**src/rtl/instruction_decoder.sv**
```systemverilog
//--------------------------------------------------------------------------
// Module : instruction_decoder
// Brief  : Instruction register plus registered field decoder with
//          illegal-opcode flagging and a gated immediate bus.
// Rev    : 1.0  initial release
//--------------------------------------------------------------------------
`default_nettype none

module instruction_decoder #(
    parameter int INSTR_W    = 16,
    parameter int REG_ADDR_W = 3,
    parameter int DATA_W     = 16
) (
    input  logic                  clock,
    input  logic                  reset,
    input  logic                  inst_wr,
    input  logic [INSTR_W-1:0]    instr_in,
    input  logic                  decoder_en,
    input  logic                  imm_en,
    output logic [3:0]            opcode,
    output logic [REG_ADDR_W-1:0] rD_sel,
    output logic [REG_ADDR_W-1:0] rA_sel,
    output logic [REG_ADDR_W-1:0] rB_sel,
    output logic [DATA_W-1:0]     imm_data,
    output logic [DATA_W-1:0]     imm_bus,
    output logic                  dec_valid,
    output logic                  illegal_op,
    output logic                  illegal_seen
);

    localparam logic [1:0] c_CLASS_R       = 2'b00;
    localparam logic [1:0] c_CLASS_I       = 2'b01;
    localparam logic [1:0] c_CLASS_ILLEGAL = 2'b10;
    localparam logic [3:0] c_OP_NOP        = 4'h0;

    logic [INSTR_W-1:0]    r_ir;
    logic [3:0]            r_opcode;
    logic [REG_ADDR_W-1:0] r_rd;
    logic [REG_ADDR_W-1:0] r_ra;
    logic [REG_ADDR_W-1:0] r_rb;
    logic [DATA_W-1:0]     r_imm;
    logic                  r_dec_valid;
    logic                  r_illegal_op;
    logic                  r_illegal_seen;

    logic [3:0]            w_op_field;
    logic [2:0]            w_d_field;
    logic [2:0]            w_a_field;
    logic [2:0]            w_b_field;
    logic [7:0]            w_imm8;
    logic [DATA_W-1:0]     w_imm_sext;
    logic [1:0]            w_class;

    logic [3:0]            w_opcode_nxt;
    logic [REG_ADDR_W-1:0] w_rd_nxt;
    logic [REG_ADDR_W-1:0] w_ra_nxt;
    logic [REG_ADDR_W-1:0] w_rb_nxt;
    logic [DATA_W-1:0]     w_imm_nxt;
    logic                  w_illegal_nxt;

    // Field extraction always works on the held IR, so a simultaneous
    // inst_wr only becomes visible to the following decode.
    assign w_op_field = r_ir[15:12];
    assign w_d_field  = r_ir[11:9];
    assign w_a_field  = r_ir[8:6];
    assign w_b_field  = r_ir[5:3];
    assign w_imm8     = r_ir[7:0];
    assign w_imm_sext = {{(DATA_W-8){w_imm8[7]}}, w_imm8};

    always_comb begin
        w_class = c_CLASS_ILLEGAL;
        if (w_op_field[3] == 1'b0) begin
            w_class = c_CLASS_R;
        end else if (w_op_field[2] == 1'b0) begin
            w_class = c_CLASS_I;
        end
    end

    always_comb begin
        w_opcode_nxt  = c_OP_NOP;
        w_rd_nxt      = '0;
        w_ra_nxt      = '0;
        w_rb_nxt      = '0;
        w_imm_nxt     = '0;
        w_illegal_nxt = 1'b0;
        case (w_class)
            c_CLASS_R: begin
                w_opcode_nxt = w_op_field;
                w_rd_nxt     = REG_ADDR_W'(w_d_field);
                w_ra_nxt     = REG_ADDR_W'(w_a_field);
                w_rb_nxt     = REG_ADDR_W'(w_b_field);
            end
            c_CLASS_I: begin
                w_opcode_nxt = w_op_field;
                w_rd_nxt     = REG_ADDR_W'(w_d_field);
                w_imm_nxt    = w_imm_sext;
            end
            default: begin
                w_illegal_nxt = 1'b1;
            end
        endcase
    end

    always_ff @(posedge clock) begin
        if (reset) begin
            r_ir <= '0;
        end else if (inst_wr) begin
            r_ir <= instr_in;
        end
    end

    always_ff @(posedge clock) begin
        if (reset) begin
            r_opcode       <= c_OP_NOP;
            r_rd           <= '0;
            r_ra           <= '0;
            r_rb           <= '0;
            r_imm          <= '0;
            r_dec_valid    <= 1'b0;
            r_illegal_op   <= 1'b0;
            r_illegal_seen <= 1'b0;
        end else begin
            // The illegal pulse lasts one cycle unless the next decode re-raises it.
            r_illegal_op <= 1'b0;
            if (decoder_en) begin
                r_opcode       <= w_opcode_nxt;
                r_rd           <= w_rd_nxt;
                r_ra           <= w_ra_nxt;
                r_rb           <= w_rb_nxt;
                r_imm          <= w_imm_nxt;
                r_dec_valid    <= 1'b1;
                r_illegal_op   <= w_illegal_nxt;
                r_illegal_seen <= r_illegal_seen | w_illegal_nxt;
            end
        end
    end

    assign opcode       = r_opcode;
    assign rD_sel       = r_rd;
    assign rA_sel       = r_ra;
    assign rB_sel       = r_rb;
    assign imm_data     = r_imm;
    assign dec_valid    = r_dec_valid;
    assign illegal_op   = r_illegal_op;
    assign illegal_seen = r_illegal_seen;
    assign imm_bus      = imm_en ? r_imm : '0;

endmodule

`default_nettype wire
```
**config.mk**
```make
export PLATFORM = sky130hd
export DESIGN_NAME = instruction_decoder
export DESIGN_NICKNAME = d
export VERILOG_FILES = /design/src/rtl/instruction_decoder.sv
export SDC_FILE = /design/constraint.sdc
export NUM_CORES = 1
export LEC_CHECK = 0
export BUFFER_PORTS_ARGS = -buffer_cell sky130_fd_sc_hd__buf_2
export CAP_MARGIN = 20
export CORE_ASPECT_RATIO = 0.7
export CORE_UTILIZATION = 50
export CTS_CLUSTER_DIAMETER = 30
export DETAILED_ROUTE_END_ITERATION = 16
export GPL_ROUTABILITY_DRIVEN = 1
export PLACE_DENSITY = 0.83
export SYNTH_ARGS = -nofsm -noshare
export SYNTH_HDL_FRONTEND = slang
export SYNTH_SLANG_ARGS = --single-unit
```
**constraint.sdc**
```tcl
create_clock -name clock -period 1.97 [get_ports clock]
set_input_delay 0.2955 -clock clock [delete_from_list [all_inputs] [get_ports clock]]
set_output_delay 0.2955 -clock clock [all_outputs]
set_load 0.005 [all_outputs]
```
Word level (Yosys, flattened, before mapping). Index checks and enable logic that the tools add are counted.

Eq/ne operators: 1. Multiplexer cells: 9. Bitwise logic cells: 2. Reduce and logical (&&, ||, !) cells: 3.

Operator list (count): 16-bit two-way mux (2); 3-bit two-way mux (3); 2-bit two-way mux (2); 4-bit two-way mux (1); 2-bit OR reduction (2); 2-bit by 1-bit == test with 1-bit output (second input constant) (1); 2-bit zero test (1); 1-bit two-way mux (1); 1-bit inverter (1); 1-bit bitwise OR (1).

Bits in registers: 48. Input port bits: 21. Output and inout bits: 48. Logic and storage cells: 24.

Depth between registers and ports, before layout.
Depth in word-level cells: 6. Depth in mapped cells: 4. Depth with buffers taken out: 3.

Least setup slack after synthesis. OpenSTA, ideal clock, no wires.

Path kind: register to output. From: register, netlist name imm_data[14]. To: output port imm_bus[10]. Arrival time: 0.938 ns. Data required time: 1.674 ns. Slack: 0.737 ns. Cell stages (with the launch flop): 3. Buffers on the path: 1. Path through: dfxtp_1 and2_1 buf_4.

RTL lines: to (decl) (line 25) `output logic [DATA_W-1:0] imm_bus,`.

==> results.toml <==
[run_status]
status = "finished, final reports clean"

[routing]
drtIter0Drc = 41
wl_um = 3120
drc = 0
via_count = 1281
postRouteAntennaNets = 0
drt_pass1_iterations = 6
via_per_inst = 4.85
wire_per_inst_um = 11.8

[pwr]
power.share.sequential_pct = 56.3
ir_worst_vdd_mv = 0.522
clkPwrFrac_pct = 35.3
leakage_nw = 0.954
power_mw = 1.53
power.switching_mw = 0.345
powerDensity_nw_per_um2 = 788
p_sw_share_pct = 22.5
internal-power_mw = 1.19
power_frac_comb_pct = 8.4

[sta]
worstMarginPinSlew_ns = 0.683
hold_viol_final = 0
holdWs_ns = 0.240
rsz0062_at_grt = "no"
setup_viol = 0
slew_headroom_pct = 54.5
timing.final.ws_setup_ns = 0.518
finalMaxSlewViolations = 0
fmax_mhz = 689
final.setup_skew_ns = 0.00532
fin_setup_tns_ns = 0
period_minus_slack_ns = 1.45
fin_crit_sh_pct = 73.7

[worst_setup_path]
timing.rr.start = "r_ir[15]"
cp-end-kind = "output pin"
r2r-end = "imm_data[1]"
required_ns = 1.67
start_kind = "flop"
crit_fanout = 11
startpoint = "imm_data[14]"
criticalPathCategory = "reg2out"
crit_path_end = "imm_bus[11]"
r2r_cells = 3
worstPathArrival_ns = 1.16
r2r_slack_ns = 0.81

[cts]
cts.path.max_buffers = 2
cts-root-buf = "clkbuf_8"
h-tree-depth = 2
clk_latency_ns = 0.29
clkSinkCount = 40
cts_resized = 0
cts_tree = "yes"
cts-buffers-inserted = 5
postCtsSetupRepairBufs = 0
clkTransAtPathRegs_ns = 0.07
hold_buffers = 0

[global_routing]
grt_util_all_layers_pct = 18.8
grt_pass1_wl_um = 5070
antenna_found_initial = 0
grt_pass1_vias = 1130
grt_max_degree = 42
grt-ovfl-total = 0

[logic_synthesis]
syn_area_um2 = 1660
ys_types = 18
synthTopCellsByArea = "dfxtp_1 (48%), mux2i_1 (10%), buf_4 (8.2%), a21oi_1 (6.0%), nand2b_1 (6.0%)"
synth_area_leader_cell = "dfxtp_1"
yosysSeqAreaShare_pct = 48.3
syn_inst = 177
netlist.area_leader.share_pct = 48.3
yosysWarningCount = 0
ys_ff_latch = 40
synth_nets = 198
synth_area_per_cell_um2 = 9.36

[layout]
area_growth_pct = 17.2
post-route-util_pct = 61.7
fin_area_um2 = 1940
fillers = 311
drive_gt1_share_pct = 33.6
antennaDiodeCount = 0
final_cells = 264
finalNetCount = 246

[place]
dpl-instance-area_um2 = 1850
hpwl_um = 2160
placed_cells = 256
dp_slack_ns = 0.676
io_buffers = 68
gp_congestion = 0.694

[floorplan]
die-area_um2 = 3550
die_h_um = 50.2
chipWidth_um = 70.8
coreArea_um2 = 3150
start_util_pct = 52.6
io_pins = 69
num_rows = 17

[worst_hold_path]
holdPathStages = 3
hold_class = "in2reg"

[flow_run]
cap_violations = 0
-- per-layer routing --
metal  global-route usage [%]  up-vias  routed length [µm]
met5                        0        -                   0
met4                     6.00        0                  37
met3                     7.23        7                 157
met2                     29.6       32                1310
met1                     24.0      584                1620
li1                         -      658                   -
-- cells by family after synthesis --
family,share of synthesized area [%]
flops,48.3
buf+inv,11.6
mux,10.3
compound gates,6.42
simple gates,23.3
-- final cells by class --
type / count / area, µm² / area share (%)
multi-input combinational: 110 / 663 / 34.1
timing repair buffer: 68 / 340 / 17.5
sequential: 40 / 801 / 41.2
clock buffer: 8 / 90.1 / 4.64
tap: 38 / 47.5 / 2.45
-- cells in the final DEF, fill, tap and decap left out, drive strengths merged --
| cell | synthesis | layout |
|---|---|---|
| buf | 22 | 68 |
| nor2b | 5 | 5 |
| nor3b | 1 | 1 |
| nand3 | 13 | 13 |
| dfxtp | 40 | 40 |
| a21oi | 20 | 20 |
| nor2 | 24 | 24 |
| and2 | 8 | 8 |
| clkbuf | 5 | 8 |
| a31oi | 1 | 1 |
| and2b | 1 | 1 |
| nand2b | 16 | 16 |
| nand2 | 1 | 1 |
| nand3b | 3 | 3 |
| mux2i | 17 | 17 |
-- synthesized netlist by cell type --
master / n
nor2b_1: 4
a31oi_1: 1
nand2b_1: 16
and2b_2: 1
nand3b_1: 3
buf_4: 18
nor2b_4: 1
and2_1: 8
buf_2: 1
mux2i_1: 17
nand2_1: 1
clkbuf_1: 5
dfxtp_1: 40
nor2_1: 24
a21oi_1: 20
nand3_1: 13
buf_6: 3
nor3b_1: 1
-- power groups by stage --
stage          combinational, mW  sequential [mW]  clock (mW)
2_1_floorplan             0.0918            0.875           0
3_3_place_gp               0.125            0.880           0
3_5_place_dp               0.129            0.880           0
4_1_cts                    0.130            0.861       0.560
5_1_grt                    0.142            0.865       0.601
6_report                   0.128            0.862       0.541
-- flip-flops by register name, summed over array words and instances, names as in the netlist --
register and count:
rA_sel 3, illegal_op 1, imm_data 8, opcode 4, dec_valid 1, r_ir 16, illegal_seen 1, rB_sel 3
rD_sel 3
-- worst max-delay path: stages (launching register included) --
cell     delay [ns]
dfxtp_1        0.45
and2_1         0.27
buf_2          0.15
-- worst min-delay path by stage --
stage	start	to
after floorplan	instr_in[8]	r_ir[8]
final	instr_in[9]	r_ir[9]
after global routing	instr_in[9]	r_ir[9]
after CTS	instr_in[9]	r_ir[9]
after detailed placement	dec_valid	dec_valid
after global placement	dec_valid	dec_valid
No activity file was read; power rests on OpenSTA's default activity.
